--- src/rtl/funcion_lut_seq_if.sv ---
// Bus bundle for funcion_lut_seq: table load, single evaluation, sweep control
// and the result/count outputs. The master drives requests and the slave answers.
interface funcion_lut_seq_if #(
  parameter int N_IN  = 4,
  parameter int N_OUT = 3
);
  // Requests carry no ready signal. cfg_we, in_valid and sweep_start are
  // single-cycle strobes that are accepted only while busy is low. While busy
  // is high they are dropped, not queued. out_valid marks one result per cycle.
  logic                          cfg_we;
  logic [N_IN-1:0]               cfg_addr;
  logic [N_OUT-1:0]              cfg_data;
  logic                          in_valid;
  logic [N_IN-1:0]               in_vec;
  logic                          sweep_start;
  logic                          out_valid;
  logic [N_OUT-1:0]              out_vec;
  logic [N_IN-1:0]               out_idx;
  logic                          busy;
  logic                          sweep_done;
  logic [N_OUT*(N_IN+1)-1:0]     minterm_cnt;

  modport master (
    output cfg_we, cfg_addr, cfg_data, in_valid, in_vec, sweep_start,
    input  out_valid, out_vec, out_idx, busy, sweep_done, minterm_cnt
  );

  modport slave (
    input  cfg_we, cfg_addr, cfg_data, in_valid, in_vec, sweep_start,
    output out_valid, out_vec, out_idx, busy, sweep_done, minterm_cnt
  );
endinterface

--- src/rtl/funcion_lut_seq.sv ---
// Runtime-loadable truth table of N_OUT functions of N_IN inputs with
// one-cycle evaluation and an exhaustive sweep that counts each function's ones.
module funcion_lut_seq #(
  parameter int N_IN  = 4,
  parameter int N_OUT = 3
) (
  input  logic                clk,
  input  logic                rst_n,
  funcion_lut_seq_if.slave    bus,
  output logic [1:0]          o_dbg_state
);
  localparam int DEPTH = 2**N_IN;
  localparam int CW    = N_IN + 1;
  localparam logic [CW-1:0] LAST = CW'(DEPTH - 1);

  typedef enum logic [1:0] {S_IDLE = 2'd0, S_SWEEP = 2'd1, S_DONE = 2'd2} state_t;

  state_t              r_state;
  state_t              w_next;
  logic [N_OUT-1:0]    r_table [DEPTH];
  logic [CW-1:0]       r_idx;
  logic [CW-1:0]       r_cnt [N_OUT];
  logic                r_out_valid;
  logic [N_OUT-1:0]    r_out_vec;
  logic [N_IN-1:0]     r_out_idx;
  logic                r_sweep_done;
  logic [N_IN-1:0]     w_sidx;

  assign w_sidx = r_idx[N_IN-1:0];

  always_ff @(posedge clk or negedge rst_n) begin
    if (!rst_n) r_state <= S_IDLE;
    else        r_state <= w_next;
  end

  always_comb begin
    w_next = r_state;
    case (r_state)
      S_IDLE:  if (bus.sweep_start) w_next = S_SWEEP;
      S_SWEEP: if (r_idx == LAST)   w_next = S_DONE;
      S_DONE:  w_next = S_IDLE;
      default: w_next = S_IDLE;
    endcase
  end

  // Reads use the pre-edge table contents, so a same-cycle write to the
  // evaluated address returns the old entry.
  always_ff @(posedge clk or negedge rst_n) begin
    if (!rst_n) begin
      for (int a = 0; a < DEPTH; a++) r_table[a] <= '0;
      for (int j = 0; j < N_OUT; j++) r_cnt[j] <= '0;
      r_idx        <= '0;
      r_out_valid  <= 1'b0;
      r_out_vec    <= '0;
      r_out_idx    <= '0;
      r_sweep_done <= 1'b0;
    end else begin
      r_out_valid  <= 1'b0;
      r_sweep_done <= 1'b0;
      case (r_state)
        S_IDLE: begin
          if (bus.cfg_we) r_table[bus.cfg_addr] <= bus.cfg_data;
          if (bus.sweep_start) begin
            r_idx <= '0;
            for (int j = 0; j < N_OUT; j++) r_cnt[j] <= '0;
          end else if (bus.in_valid) begin
            r_out_vec   <= r_table[bus.in_vec];
            r_out_idx   <= bus.in_vec;
            r_out_valid <= 1'b1;
          end
        end
        S_SWEEP: begin
          r_out_vec   <= r_table[w_sidx];
          r_out_idx   <= w_sidx;
          r_out_valid <= 1'b1;
          for (int j = 0; j < N_OUT; j++)
            r_cnt[j] <= r_cnt[j] + CW'(r_table[w_sidx][j]);
          r_idx <= r_idx + CW'(1);
        end
        S_DONE: r_sweep_done <= 1'b1;
        default: ;
      endcase
    end
  end

  always_comb begin
    bus.minterm_cnt = '0;
    for (int j = 0; j < N_OUT; j++) bus.minterm_cnt[j*CW +: CW] = r_cnt[j];
  end

  // DONE still counts as busy, so requests in that cycle are dropped.
  assign bus.busy       = (r_state != S_IDLE);
  assign bus.out_valid  = r_out_valid;
  assign bus.out_vec    = r_out_vec;
  assign bus.out_idx    = r_out_idx;
  assign bus.sweep_done = r_sweep_done;
  assign o_dbg_state    = r_state;
endmodule

--- src/flat_wrapper.sv ---
// flat-port wrapper written by rule: the top's interface ports become plain ports
module funcion_lut_seq_flat 
#(
  parameter int N_IN  = 4,
  parameter int N_OUT = 3
)
  (clk, rst_n, o_dbg_state, bus_cfg_we, bus_cfg_addr, bus_cfg_data, bus_in_valid, bus_in_vec, bus_sweep_start, bus_out_valid, bus_out_vec, bus_out_idx, bus_busy, bus_sweep_done, bus_minterm_cnt);
  funcion_lut_seq_if #(.N_IN(N_IN), .N_OUT(N_OUT)) bus_i ();
  input  logic clk;
  input  logic rst_n;
  output logic [1:0] o_dbg_state;
  input wire logic [$bits(bus_i.cfg_we)-1:0] bus_cfg_we;
  input wire logic [$bits(bus_i.cfg_addr)-1:0] bus_cfg_addr;
  input wire logic [$bits(bus_i.cfg_data)-1:0] bus_cfg_data;
  input wire logic [$bits(bus_i.in_valid)-1:0] bus_in_valid;
  input wire logic [$bits(bus_i.in_vec)-1:0] bus_in_vec;
  input wire logic [$bits(bus_i.sweep_start)-1:0] bus_sweep_start;
  output wire logic [$bits(bus_i.out_valid)-1:0] bus_out_valid;
  output wire logic [$bits(bus_i.out_vec)-1:0] bus_out_vec;
  output wire logic [$bits(bus_i.out_idx)-1:0] bus_out_idx;
  output wire logic [$bits(bus_i.busy)-1:0] bus_busy;
  output wire logic [$bits(bus_i.sweep_done)-1:0] bus_sweep_done;
  output wire logic [$bits(bus_i.minterm_cnt)-1:0] bus_minterm_cnt;
  assign bus_i.cfg_we = bus_cfg_we;
  assign bus_i.cfg_addr = bus_cfg_addr;
  assign bus_i.cfg_data = bus_cfg_data;
  assign bus_i.in_valid = bus_in_valid;
  assign bus_i.in_vec = bus_in_vec;
  assign bus_i.sweep_start = bus_sweep_start;
  assign bus_out_valid = bus_i.out_valid;
  assign bus_out_vec = bus_i.out_vec;
  assign bus_out_idx = bus_i.out_idx;
  assign bus_busy = bus_i.busy;
  assign bus_sweep_done = bus_i.sweep_done;
  assign bus_minterm_cnt = bus_i.minterm_cnt;
  funcion_lut_seq #(.N_IN(N_IN), .N_OUT(N_OUT)) u_core (.clk(clk), .rst_n(rst_n), .bus(bus_i), .o_dbg_state(o_dbg_state));
endmodule
--- config.mk ---
export PLATFORM = sky130hd
export DESIGN_NAME = funcion_lut_seq_flat
export DESIGN_NICKNAME = d
export VERILOG_FILES = /design/src/rtl/funcion_lut_seq_if.sv /design/src/rtl/funcion_lut_seq.sv /design/src/flat_wrapper.sv
export SDC_FILE = /design/constraint.sdc
export NUM_CORES = 1
export LEC_CHECK = 0
export ABC_AREA = 1
export BUFFER_PORTS_ARGS = -buffer_cell sky130_fd_sc_hd__buf_4
export CAP_MARGIN = 5
export CORE_MARGIN = 2
export CORE_UTILIZATION = 45
export DETAILED_ROUTE_END_ITERATION = 6
export HOLD_SLACK_MARGIN = 0.06
export PLACE_DENSITY = 0.7
export SLEW_MARGIN = 10
export SYNTH_ARGS = -nofsm -noshare
export SYNTH_HDL_FRONTEND = slang
export SYNTH_SLANG_ARGS = --single-unit
--- constraint.sdc ---
create_clock -name clk -period 4.5 [get_ports clk]
set_clock_uncertainty 0.05 [all_clocks]
set_input_delay 0 -clock clk [delete_from_list [all_inputs] [get_ports clk]]
set_output_delay 0 -clock clk [all_outputs]
set_load 0.01 [all_outputs]
**After elaboration in Yosys (flattened, before gate mapping)**

Cells that the tools add are included.

- Reduce and logical (&&, ||, !) cells: 8
- Add/subtract/negate cells: 4
- Order comparisons: 4
- Bitwise gates (word level): 3
- Equality and inequality tests: 7
- Mux-type cells: 26

Operator list:

| operator | count |
|---|---|
| $bwmux 48 | 1 |
| $pmux 15 s2 | 1 |
| $bmux 3 s4 | 2 |
| $mux 3 | 7 |
| $add 5x1->5 | 3 |
| $ge 5x5->1 const B | 3 |
| $mux 15 | 1 |
| $not 4->5 | 3 |
| $demux 3 s4 | 1 |
| $pmux 5 s2 | 1 |
| $mux 4 | 2 |
| $pmux 4 s2 | 1 |
| $ne 2x2->1 const B | 3 |
| $pmux 3 s2 | 1 |
| $reduce_and 2->1 | 3 |
| $add 5x1->5 const B | 1 |
| $eq 5x4->1 const B | 1 |
| $lt 5x1->1 const B | 1 |
| $mux 5 | 1 |
| $mux 2 | 2 |
| $pmux 2 s2 | 1 |
| $reduce_bool 2->1 | 2 |
| $mux 1 | 3 |
| $reduce_and 3->1 | 1 |
| other kinds (6) | 6 |

- Input bits: 16
- Logic and storage cells: 77
- Flip-flop bits (word level): 79
- Output and inout bits: 27

**Depth between registers and ports, before layout**

Gate-level depths: netlist of the first run.

- Depth after elaboration: 7
- Mapped depth: 14
- Mapped depth without buffers: 13

**Worst setup path after synthesis of the first run**

OpenSTA, ideal clock, no wires.

- Path type: reg-to-reg
- Start point: reg u_core.r_idx[0]
- End point: reg u_core.r_cnt, in the netlist u_core.bus.minterm_cnt[4]
- Setup time: 0.082 ns
- Path buffers: 1
- Setup slack: 2.526 ns
- Arrival time: 1.842 ns
- Clock period less this slack: 1.974 ns
- Cell stages (with the launch flop): 15
- Path through: dfrtp_1 -> inv_1 -> buf_2 -> nand2_1 -> nand3_1 -> nand2_1 -> nor2_1 -> nand2_1 -> nand2_1 -> ha_1 -> ha_1 -> inv_1 -> nor3_1 -> a22oi_1 -> a31oi_1

- Word-level cells in the longest chain between the ends: 6

Ends and longest elaborated chain:

| item | line | source |
|---|---|---|
| from (decl) | funcion_lut_seq.sv:21 | `logic [CW-1:0] r_idx;` |
| from (signal assigned) | funcion_lut_seq.sv:78 | `r_idx <= r_idx + CW'(1);` |
| $not 4->5 (not written as such) | funcion_lut_seq.sv:77 | `r_cnt[j] <= r_cnt[j] + CW'(r_table[w_sidx][j]);` |
| $bmux 3 s4 | funcion_lut_seq.sv:77 |  |
| $mux 3 (2 in series) | n/a |  |
| $add 5x1->5 | funcion_lut_seq.sv:77 |  |
| $pmux 15 s2 | funcion_lut_seq.sv:60 | `case (r_state)` |
| to (signal, indexed assignment) | funcion_lut_seq.sv:77 |  |
| to (decl) | funcion_lut_seq.sv:22 | `logic [CW-1:0] r_cnt [N_OUT];` |

No other way between the ends. The select of a mux whose other input is x is not followed.
A chain may end at the register's enable or synchronous reset.

**Final worst setup path of the first run**

- Start point: reg u_core.r_state[1] (netlist: u_core.o_dbg_state[1])
- End point: reg u_core.r_table[34] in the netlist's numbering

- Word-level cells in the longest chain between the ends: 2

Ends and longest elaborated chain:

| item | line | source |
|---|---|---|
| from (decl) | funcion_lut_seq.sv:18 | `state_t r_state;` |
| from (signal assigned) | funcion_lut_seq.sv:33 | `else r_state <= w_next;` |
| $logic_not 2->1 | funcion_lut_seq.sv:60 |  |
| $reduce_and 2->1 (no line) | n/a |  |
| to (signal, indexed assignment) | funcion_lut_seq.sv:62 | `if (bus.cfg_we) r_table[bus.cfg_addr] <= bus.cfg_data;` |
| to (decl) | funcion_lut_seq.sv:20 | `logic [N_OUT-1:0] r_table [DEPTH];` |

No other way between the ends.

==> impl_metrics.env, run 1 <==
export IMPL_outcome="finished clean"
export IMPL_drt_vias_per_instance=5.10
export IMPL_synth_top_family_by_area="simple AND/OR/NAND/NOR gates"
export IMPL_ant_nets=0
export IMPL_max_slew_margin_pct=34.8
export IMPL_synth_simple_area_share_pct=30.2
export IMPL_hold_slack_ps=94.3
export IMPL_vias=3893
export IMPL_syn_nets=607
export IMPL_placed_area_mm2=0.00464
export IMPL_die_area_mm2=0.0103
export IMPL_start_util_pct=46.2
export IMPL_yosysTopAreaCellShare_pct=46.3
export IMPL_route_detailed_drc=0
export IMPL_wl_per_cell_um=14.6
export IMPL_cts_tree="yes"
export IMPL_fillers=877
export IMPL_grt_max_degree=80
export IMPL_fmax_ghz=0.318
export IMPL_crit_chain="inv_2 > nand2_2 > inv_2 > nand2_2 > nor3_4 > dlygate4sd3_1 > nand2_1 > dlygate4sd3_1 > o21ai_0 > dlygate4sd3_1"
export IMPL_path_clk_slew_ps=80
export IMPL_synth_area_per_cell_um2=7.32
export IMPL_cp_common_cell="dlygate4sd3_1"
export IMPL_firstDrtPassIters=4
export IMPL_yosys_area_share_adder_pct=2.35
export IMPL_grtUsageTotal_pct=22.8
export IMPL_internal_power_uw=1600
export IMPL_core_area_mm2=0.00924
export IMPL_p_leak_uw=0.00243
export IMPL_holdCritPathClass="input pin to register"
export IMPL_vdd_drop_max_mv=0.202
export IMPL_drt_initial_drc_count=298
export IMPL_worstPathRequired_ps=4740
export IMPL_synth_compound_area_share_pct=12.4
export IMPL_dp_hpwl_mm=7.81
export IMPL_tns_ps=0
export IMPL_layout_drive_gt1_share_pct=11.7
export IMPL_synth_top_cells_by_area="dfrtp_1 (46%), nand2_1 (18%), o21ai_0 (7.0%)"
export IMPL_critPathArrivalTime_ps=3390
export IMPL_crit_buf_inv=5
export IMPL_period_share_pct=69.9
export IMPL_drt_wl_total_mm=11.1
export IMPL_n_antenna_cell=0
export IMPL_root_buffer="clkbuf_8"
export IMPL_cts_buffer_depth=2
export IMPL_grt_antenna_before_repair=0
export IMPL_rsz0062_at_grt="false"
export IMPL_synth_mux_area_share_pct=0.704
export IMPL_grt_pass1_wl_mm=18.3
export IMPL_io_pins=43
export IMPL_cts_sinks=79
export IMPL_rows=35
export IMPL_cts_resized=0
export IMPL_p_seq_share_pct=39.6
export IMPL_finalInstanceArea_mm2=0.00496
export IMPL_critPathLaunchType="register"
export IMPL_die_y_um=101
export IMPL_finalSetupViolCount=0
export IMPL_drv_slew=0
export IMPL_cts_buffers=9
export IMPL_regToRegSetupSlack_ps=1350
export IMPL_power_switching_uw=1160
export IMPL_overflow=0
export IMPL_swShare_pct=42.1
export IMPL_worst_pin_slew_ps=978
export IMPL_path_delay_family="buffers and inverters"
export IMPL_ys_ff_latch=79
export IMPL_area_growth_pct=16.1
export IMPL_worst_path_largest_cell_delay_ps=620
export IMPL_synthXorXnorAreaFrac_pct=0
export IMPL_path_class="register to register"
export IMPL_die_x_um=101
export IMPL_p_per_area_mw_per_mm2=556
export IMPL_fin_crit_ps=3150
export IMPL_synth_area_mm2=0.00427
export IMPL_cap_viol_max_count=0
export IMPL_cpMaxStageDelayCell="dlygate4sd3_1"
export IMPL_post_cts_setup_buffers=0
export IMPL_clkLatencyLatePin_ps=350
export IMPL_io_buffers=42
export IMPL_ys_warn_count=0
export IMPL_place_congestion=0.954
export IMPL_end_kind="register"
export IMPL_fin_nets=653
export IMPL_seq_area_frac_synth_pct=46.3
export IMPL_grt_pass1_vias=3686
export IMPL_synth_cell_types=26
export IMPL_critical_path_max_fanout=5
export IMPL_htree_levels=3
export IMPL_combPwrFrac_pct=42.3
export IMPL_power_frac_clock_pct=18.1
export IMPL_hold_violations=0
export IMPL_synth_cells=583
export IMPL_yosys_area_top_type="dfrtp_1"
cell families (layout without fill, tap and decap cells):
logic type,after synthesis,count (layout)
buf+inv,83,134
simple gates,314,314
flops,79,79
compound gates,96,96
mux,3,3
fa+ha+maj,8,8
cell usage in the layout (no fill, tap or decap), types with 13 or more instances in the layout:
| cell type | netlist | layout |
|---|---|---|
| nor2_1 | 41 | 41 |
| inv_1 | 56 | 56 |
| o21ai_0 | 60 | 60 |
| dlygate4sd3_1 | 0 | 13 |
| o211ai_1 | 15 | 15 |
| a21oi_1 | 14 | 14 |
| nand3_1 | 50 | 50 |
| nand2_1 | 210 | 210 |
| dfrtp_1 | 79 | 79 |
| buf_4 | 5 | 43 |
worst reg2reg max path: cells and delay by family (launching register included):
family	cells	cell delay (ps)
DFF	1	400
buffers and inverters	5	1980
and+or+nand+nor	4	550
AOI/OAI and AO/OA	1	140
area by class of cell:
class / instances / area (um^2) / share of cell area, %
multi-input cells: 421 / 1950 / 39.3
clock inverters: 5 / 32.5 / 0.656
repair buffers: 56 / 453 / 9.14
inverters: 62 / 233 / 4.70
clock buffers: 11 / 151 / 3.05
flip-flops and latches: 79 / 1980 / 39.9
well taps: 129 / 161 / 3.26
power groups by stage:
stage | Sequential (uW) | Combinational (uW) | Clock, uW
2_1_floorplan | 1090 | 769 | 0
3_3_place_gp | 1100 | 1120 | 0
3_5_place_dp | 1100 | 1150 | 0
4_1_cts | 1090 | 1170 | 508
5_1_grt | 1120 | 1320 | 535
6_report | 1090 | 1170 | 498
synthesized netlist by cell type (all sizes together):
library cell  count
inv              62
dfrtp            79
nor2             46
a31oi             1
nor3b             1
o21ai            61
clkbuf            6
buf              15
nor3              5
a21oi            14
ha                8
a22oi             1
o211ai           15
o22ai             3
nand2           212
mux2i             3
o31ai             1
nand3            50
path summary, 6_finish.rpt:
| check | from | endpoint | cells past startpoint |
|---|---|---|---|
| min reg2reg | u_core.bus.minterm_cnt[9] | u_core.bus.minterm_cnt[9] | 1 |
| min | bus_in_valid | u_core.bus.out_valid | 5 |
| max in group asynchronous | rst_n | u_core.bus.minterm_cnt[10] | 2 |
| min in group asynchronous | rst_n | u_core.r_table[36] | 2 |
| max reg2reg | u_core.o_dbg_state[1] | u_core.r_table[34] | 10 |
| max | u_core.o_dbg_state[1] | u_core.r_table[34] | 10 |
per-stage QoR:
step           utilization (%)  std cells  worst slack, ps  power (uW)
2_1_floorplan                -        583             2530        1860
3_3_place_gp              50.2        734             2250        2220
4_1_cts                   53.6        763             1410        2760
3_5_place_dp              50.2        734             2190        2250
6_report                  53.6        763             1350        2750
5_1_grt                   53.6        763             1230        2970
flip-flops by register name, indices dropped and copies added (netlist names):
signal,count
u_core.bus.minterm_cnt,15
u_core.o_dbg_state,2
u_core.bus.out_vec,3
u_core.bus.sweep_done,1
u_core.r_idx,5
u_core.r_table,48
u_core.bus.out_valid,1
u_core.bus.out_idx,4
routing by layer:
metal	share of wire (%)	vias up	global-route usage, %	wire [um]
met1	50	1822	33.6	5620
met3	5.1	8	4.62	564
met2	44	99	35.1	4880
met5	0	-	0	0
met4	0.62	0	4.57	69
li1	-	1964	-	-
repair_timing:
action | in CTS | in global routing
endpoints found under the setup margin | 0 | 0
hold buffers | 13 | 0
hold endpoints to repair | 111 | 0
Power figures use the tool's default switching activity.
==> run 2, diff against run 1 <==
Settings changed: ABC_AREA 1 to 0, PLACE_DENSITY 0.7 to 0.72.
Clock period 4.5 ns to 2.8 ns, I/O delays scaled along.
==> impl_metrics.env, run 2 <==
export IMPL_outcome="finished clean"
export IMPL_layout_drive_gt1_share_pct=30.7
export IMPL_fin_nets=420
export IMPL_cts_tree="yes"
export IMPL_synth_cell_types=39
export IMPL_syn_nets=374
export IMPL_vias=3015
export IMPL_p_leak_uw=0.00228
export IMPL_largest_reg_flops=48
export IMPL_hold_violations=0
export IMPL_layout_common_cells="dfrtp_1 (79), mux2_2 (51), buf_4 (45)"
export IMPL_drt_initial_drc_count=170
export IMPL_yosysTopAreaCellShare_pct=48.0
export IMPL_p_per_area_mw_per_mm2=866
export IMPL_core_area_mm2=0.00881
export IMPL_htree_levels=3
export IMPL_critPathArrivalTime_ps=2860
export IMPL_area_growth_pct=17.3
export IMPL_ant_nets=0
export IMPL_internal_power_uw=2720
export IMPL_cap_viol_max_count=0
export IMPL_cp_common_cell="dlygate4sd3_1"
export IMPL_ys_top_cells_by_count="dfrtp_1 (79), mux2_2 (51), nand2_1 (25), nor2_1 (23)"
export IMPL_die_area_mm2=0.00994
export IMPL_fmax_ghz=0.383
export IMPL_swShare_pct=35.0
export IMPL_critPathLaunchType="register"
export IMPL_dp_slack_ps=320
export IMPL_ys_flop_type="dfrtp_1"
export IMPL_finalPower_uw=4190
export IMPL_period_share_pct=93.2
export IMPL_grt_antenna_before_repair=0
export IMPL_wl_per_cell_um=19.0
export IMPL_root_buffer="clkbuf_8"
export IMPL_fin_crit_ps=2610
export IMPL_worst_path_largest_cell_delay_ps=630
export IMPL_layout_commonest_cell="dfrtp_1"
export IMPL_critical_path_max_fanout=7
export IMPL_postCtsHoldBufs=10
export IMPL_path_clk_slew_ps=80
export IMPL_cts_resized=0
export IMPL_die_x_um=99.7
export IMPL_grt_pass1_wl_mm=16.3
export IMPL_finish_utilization_pct=54.9
export IMPL_dp_hpwl_mm=6.74
export IMPL_firstDrtPassIters=4
export IMPL_route_detailed_drc=0
export IMPL_finalSetupViolCount=0
export IMPL_post_cts_setup_buffers=0
export IMPL_max_slew_margin_pct=34.4
export IMPL_path_class="register to register"
export IMPL_tns_ps=0
export IMPL_combPwrFrac_pct=35.8
export IMPL_grt_pass1_vias=3158
export IMPL_grt_max_degree=80
export IMPL_place_congestion=0.835
export IMPL_rows=34
export IMPL_ys_ff_latch=79
export IMPL_yosysMostFrequentCell="dfrtp_1"
export IMPL_io_pins=43
export IMPL_synth_cells=350
export IMPL_worst_pin_slew_ps=984
export IMPL_holdCritPathClass="input pin to register"
export IMPL_clkLatencyLatePin_ps=360
export IMPL_start_util_pct=46.8
export IMPL_vdd_drop_max_mv=0.388
export IMPL_power_switching_uw=1460
export IMPL_cts_buffer_depth=2
export IMPL_seq_area_frac_synth_pct=48.0
export IMPL_end_kind="register"
export IMPL_cpMaxStageDelayCell="nor4b_1"
export IMPL_rsz0062_at_grt="false"
export IMPL_overflow=0
export IMPL_yosys_area_top_type="dfrtp_1"
export IMPL_p_seq_share_pct=42.3
export IMPL_timing_final_ws_setup_ps=192
export IMPL_grtUsageTotal_pct=21.1
export IMPL_synth_area_mm2=0.00412
export IMPL_largest_register="u_core.r_table"
export IMPL_cts_sinks=79
export IMPL_ys_warn_count=0
export IMPL_crit_buf_inv=2
export IMPL_drv_slew=0
export IMPL_synth_top_cells_by_area="dfrtp_1 (48%), mux2_2 (14%), mux2i_1 (4.1%)"
export IMPL_path_delay_family="buffers and inverters"
export IMPL_n_antenna_cell=0
export IMPL_cts_buffers=9
export IMPL_power_frac_clock_pct=21.9
export IMPL_io_buffers=42
export IMPL_synth_edf_count=0
export IMPL_synth_area_per_cell_um2=11.8
export IMPL_drt_wl_total_mm=9.69
export IMPL_worstPathRequired_ps=3050
export IMPL_die_y_um=99.7
export IMPL_drt_vias_per_instance=5.92
export IMPL_async_reset_ff_share_pct=100
export IMPL_regToRegSetupSlack_ps=190
export IMPL_crit_chain="nor4b_1 > nand2_1 > dlygate4sd3_1 > a31oi_1 > dlygate4sd3_1"
-- run 2: worst paths after layout --
check / startpoint / endpoint / cells past startpoint
min in group asynchronous: rst_n / u_core.bus.minterm_cnt[9] / 2
worst min register to register: u_core.bus.minterm_cnt[4] / u_core.bus.minterm_cnt[4] / 1
max in group asynchronous: rst_n / u_core.r_table[25] / 2
worst min-delay path: bus_in_vec[3] / u_core.bus.out_idx[3] / 3
worst max-delay path: u_core.o_dbg_state[0] / u_core.bus.out_idx[0] / 5
worst max register to register: u_core.o_dbg_state[0] / u_core.bus.out_idx[0] / 5
-- run 2: final cells by class --
class	count	area (um^2)
Timing Repair Buffer	56	458
Clock inverter	6	85.1
Tap cell	108	135
Fill cell	754	3970
Multi-Input combinational cell	246	2040
Inverter	4	15.0
Sequential cell	79	1980
Clock buffer	10	128
-- run 2: cell families after synthesis --
kind of cell | share of synthesized area (%)
AOI/OAI and AO/OA | 8.68
xor gates and xnor gates | 0.213
adders and majority gates | 2.43
buffers and inverters | 2.58
DFF | 48.0
muxes | 25.7
and+or+nand+nor | 12.4
-- run 2: tightest hold or removal path: cells and delay by family --
| kind | cells | cell delay (ps) |
|---|---|---|
| simple gates | 1 | 220 |
| compound gates | 1 | 140 |
| buf+inv | 1 | 90 |
-- run 2: routing by layer --
layer | global-route usage (%) | part of all wire (%) | vias up
met1 | 29.2 | 46 | 1513
met5 | 0 | 0 | -
met3 | 4.43 | 5.4 | 14
met4 | 7.06 | 1.5 | 0
li1 | - | - | 1391
met2 | 33.2 | 47 | 97
-- run 2: per-stage QoR --
stage | hold WS [ps] | area (um^2) | instances
floorplan | -346 | 4120 | 350
detailed placement | 168 | 4520 | 483
global route | 79.3 | 4840 | 509
CTS | 60.1 | 4840 | 509
finish | 75.1 | 4840 | 509
global placement | 159 | 4520 | 483
-- run 2: power by group through the flow --
stage          clock, uW  sequential, uW  combinational (uW)
6_report             918            1770                1500
5_1_grt              984            1810                1660
4_1_cts              938            1760                1520
3_5_place_dp           0            1780                1470
3_3_place_gp           0            1760                1430
2_1_floorplan          0            1690                 993
==> run 3, diff against run 2 <==
Settings changed: CORE_UTILIZATION 45 to 50, PLACE_DENSITY 0.72 to 0.78, REMOVE_ABC_BUFFERS set to 1.
==> impl_metrics.env, run 3 (synthesis gave the netlist of run 2 again) <==
export IMPL_p_per_area_mw_per_mm2=869
export IMPL_cpMaxStageDelayCell="dfrtp_1"
export IMPL_cp_depth=7
export IMPL_rsz0062_at_grt="false"
export IMPL_io_buffers=42
export IMPL_grt_max_degree=80
export IMPL_p_leak_uw=0.00229
export IMPL_layout_drive_gt1_share_pct=30.9
export IMPL_path_clk_slew_ps=80
export IMPL_clkLatencyLatePin_ps=360
export IMPL_reg2reg_from="u_core.r_idx[2]"
export IMPL_cts_buffer_depth=2
export IMPL_drt_initial_drc_count=175
export IMPL_start_util_pct=50.9
export IMPL_fmax_ghz=0.405
export IMPL_rows=33
export IMPL_cp_common_cell="ha_1"
export IMPL_firstDrtPassIters=5
export IMPL_largest_reg_flops=48
export IMPL_crit_end="u_core.bus.minterm_cnt[6]"
export IMPL_fin_crit_ps=2470
export IMPL_root_buffer="clkbuf_8"
export IMPL_crit_buf_inv=0
export IMPL_path_delay_family="flip-flops"
export IMPL_vias=3066
export IMPL_max_slew_margin_pct=33.5
export IMPL_cts_tree="yes"
export IMPL_critPathLaunchType="register"
export IMPL_die_area_mm2=0.00899
export IMPL_end_kind="register"
export IMPL_vdd_drop_max_mv=0.372
export IMPL_n_antenna_cell=0
export IMPL_route_detailed_drc=0
export IMPL_path_class="register to register"
export IMPL_cap_viol_max_count=0
export IMPL_outcome="finished clean"
export IMPL_cts_resized=0
export IMPL_drv_slew=0
export IMPL_area_growth_pct=17.1
export IMPL_layout_common_cells="dfrtp_1 (79), mux2_2 (51), buf_4 (48)"
export IMPL_overflow=0
export IMPL_finalInstanceArea_mm2=0.00483
export IMPL_largest_register="u_core.r_table"
export IMPL_drt_vias_per_instance=6.06
export IMPL_tns_ps=0
export IMPL_crit_start="u_core.r_idx[2]"
export IMPL_grt_antenna_before_repair=0
export IMPL_critPathArrivalTime_ps=2670
export IMPL_fillers=658
export IMPL_cts_buffers=9
export IMPL_die_y_um=94.8
export IMPL_place_congestion=0.898
export IMPL_holdCritPathClass="input pin to register"
export IMPL_postCtsHoldBufs=8
export IMPL_grt_pass1_wl_mm=15.6
export IMPL_io_pins=43
export IMPL_dp_hpwl_mm=6.73
export IMPL_period_share_pct=88.3
export IMPL_r2r_cells=7
export IMPL_core_area_mm2=0.00809
export IMPL_drt_wl_total_mm=9.55
export IMPL_htree_levels=3
export IMPL_ant_nets=0
export IMPL_placed_area_mm2=0.00452
export IMPL_crit_chain="mux4_2 > nor2b_4 > a211oi_2 > a21oi_1 > ha_1 > ha_1 > a22o_1"
export IMPL_wl_per_cell_um=18.9
export IMPL_die_x_um=94.8
export IMPL_fin_nets=420
export IMPL_post_cts_setup_buffers=0
export IMPL_grt_pass1_vias=3035
export IMPL_worst_path_largest_cell_delay_ps=750
export IMPL_critical_path_max_fanout=19
export IMPL_worst_pin_slew_ps=998
export IMPL_worstPathRequired_ps=3000
export IMPL_regToRegSetupSlack_ps=330
export IMPL_layout_commonest_cell="dfrtp_1"
export IMPL_cts_sinks=79
export IMPL_grtUsageTotal_pct=23.1
export IMPL_finalSetupViolCount=0
export IMPL_hold_violations=0
export IMPL_r2r_end="u_core.bus.minterm_cnt[6]"
[run 3: cell count changes in the layout (fill, tap and decap cells not counted), sizes merged]
cell         before  now
clkinvlp          2    0
dlygate4sd3      10    8
buf              46   48
clkinv            2    1
clkbuf           10   13
[run 3: worst min-delay path by stage]
stage	from	to	slack, ps	cells after the start
4_1_cts	bus_in_vec[3]	u_core.bus.out_idx[3]	60	3
2_1_floorplan	rst_n	u_core.bus.minterm_cnt[0]	-350	0
3_5_place_dp	bus_sweep_start	u_core.bus.minterm_cnt[14]	160	2
5_1_grt	bus_in_vec[3]	u_core.bus.out_idx[3]	80	3
3_3_place_gp	rst_n	u_core.bus.minterm_cnt[7]	150	1
6_report	bus_in_vec[3]	u_core.bus.out_idx[3]	80	3
[run 3: layout make-up]
cell class / instances / area [um^2] / area share [%]
well taps: 105 / 131 / 2.72
repair buffers: 56 / 440 / 9.13
flip-flops and latches: 79 / 1980 / 41.0
multi-input cells: 246 / 2040 / 42.2
inverters: 4 / 15.0 / 0.311
clock inverters: 3 / 65.1 / 1.35
clock buffers: 13 / 159 / 3.29
[run 3: per-layer routing]
layer	routed length, um	vias up	global-route usage, %
met5	0	-	0
met4	195	0	9.78
met3	616	18	4.63
met2	4670	109	37.3
met1	4070	1546	30.4
li1	-	1393	-
[run 3: report_power, final]
group | total (uW) | switching, uW | internal (uW)
logic | 1480 | 713 | 769
clock network | 949 | 399 | 550
registers | 1760 | 330 | 1430
total | 4190 | 1440 | 2750
[run 3: through the flow]
step / hold WS, ps / utilization (%) / worst slack, ps / power, uW / std cells
finish: 80.3 / 59.6 / 329 / 4190 / 506
global route: 76.2 / 59.6 / 175 / 4450 / 506
CTS: 63.6 / 59.6 / 336 / 4210 / 506
detailed placement: 165 / 55.9 / 348 / 3250 / 482
global placement: 152 / 55.9 / 445 / 3170 / 482
floorplan: -346 / - / 229 / 2600 / 329
[run 3: worst register-to-register path: cells and delay by family (launching register included)]
kind	cells	cell delay, ps
flip-flops	1	750
multiplexers	1	400
AO/OA/AOI/OAI	3	510
adder cells (fa/ha/maj)	2	510
AND/OR/NAND/NOR	1	140
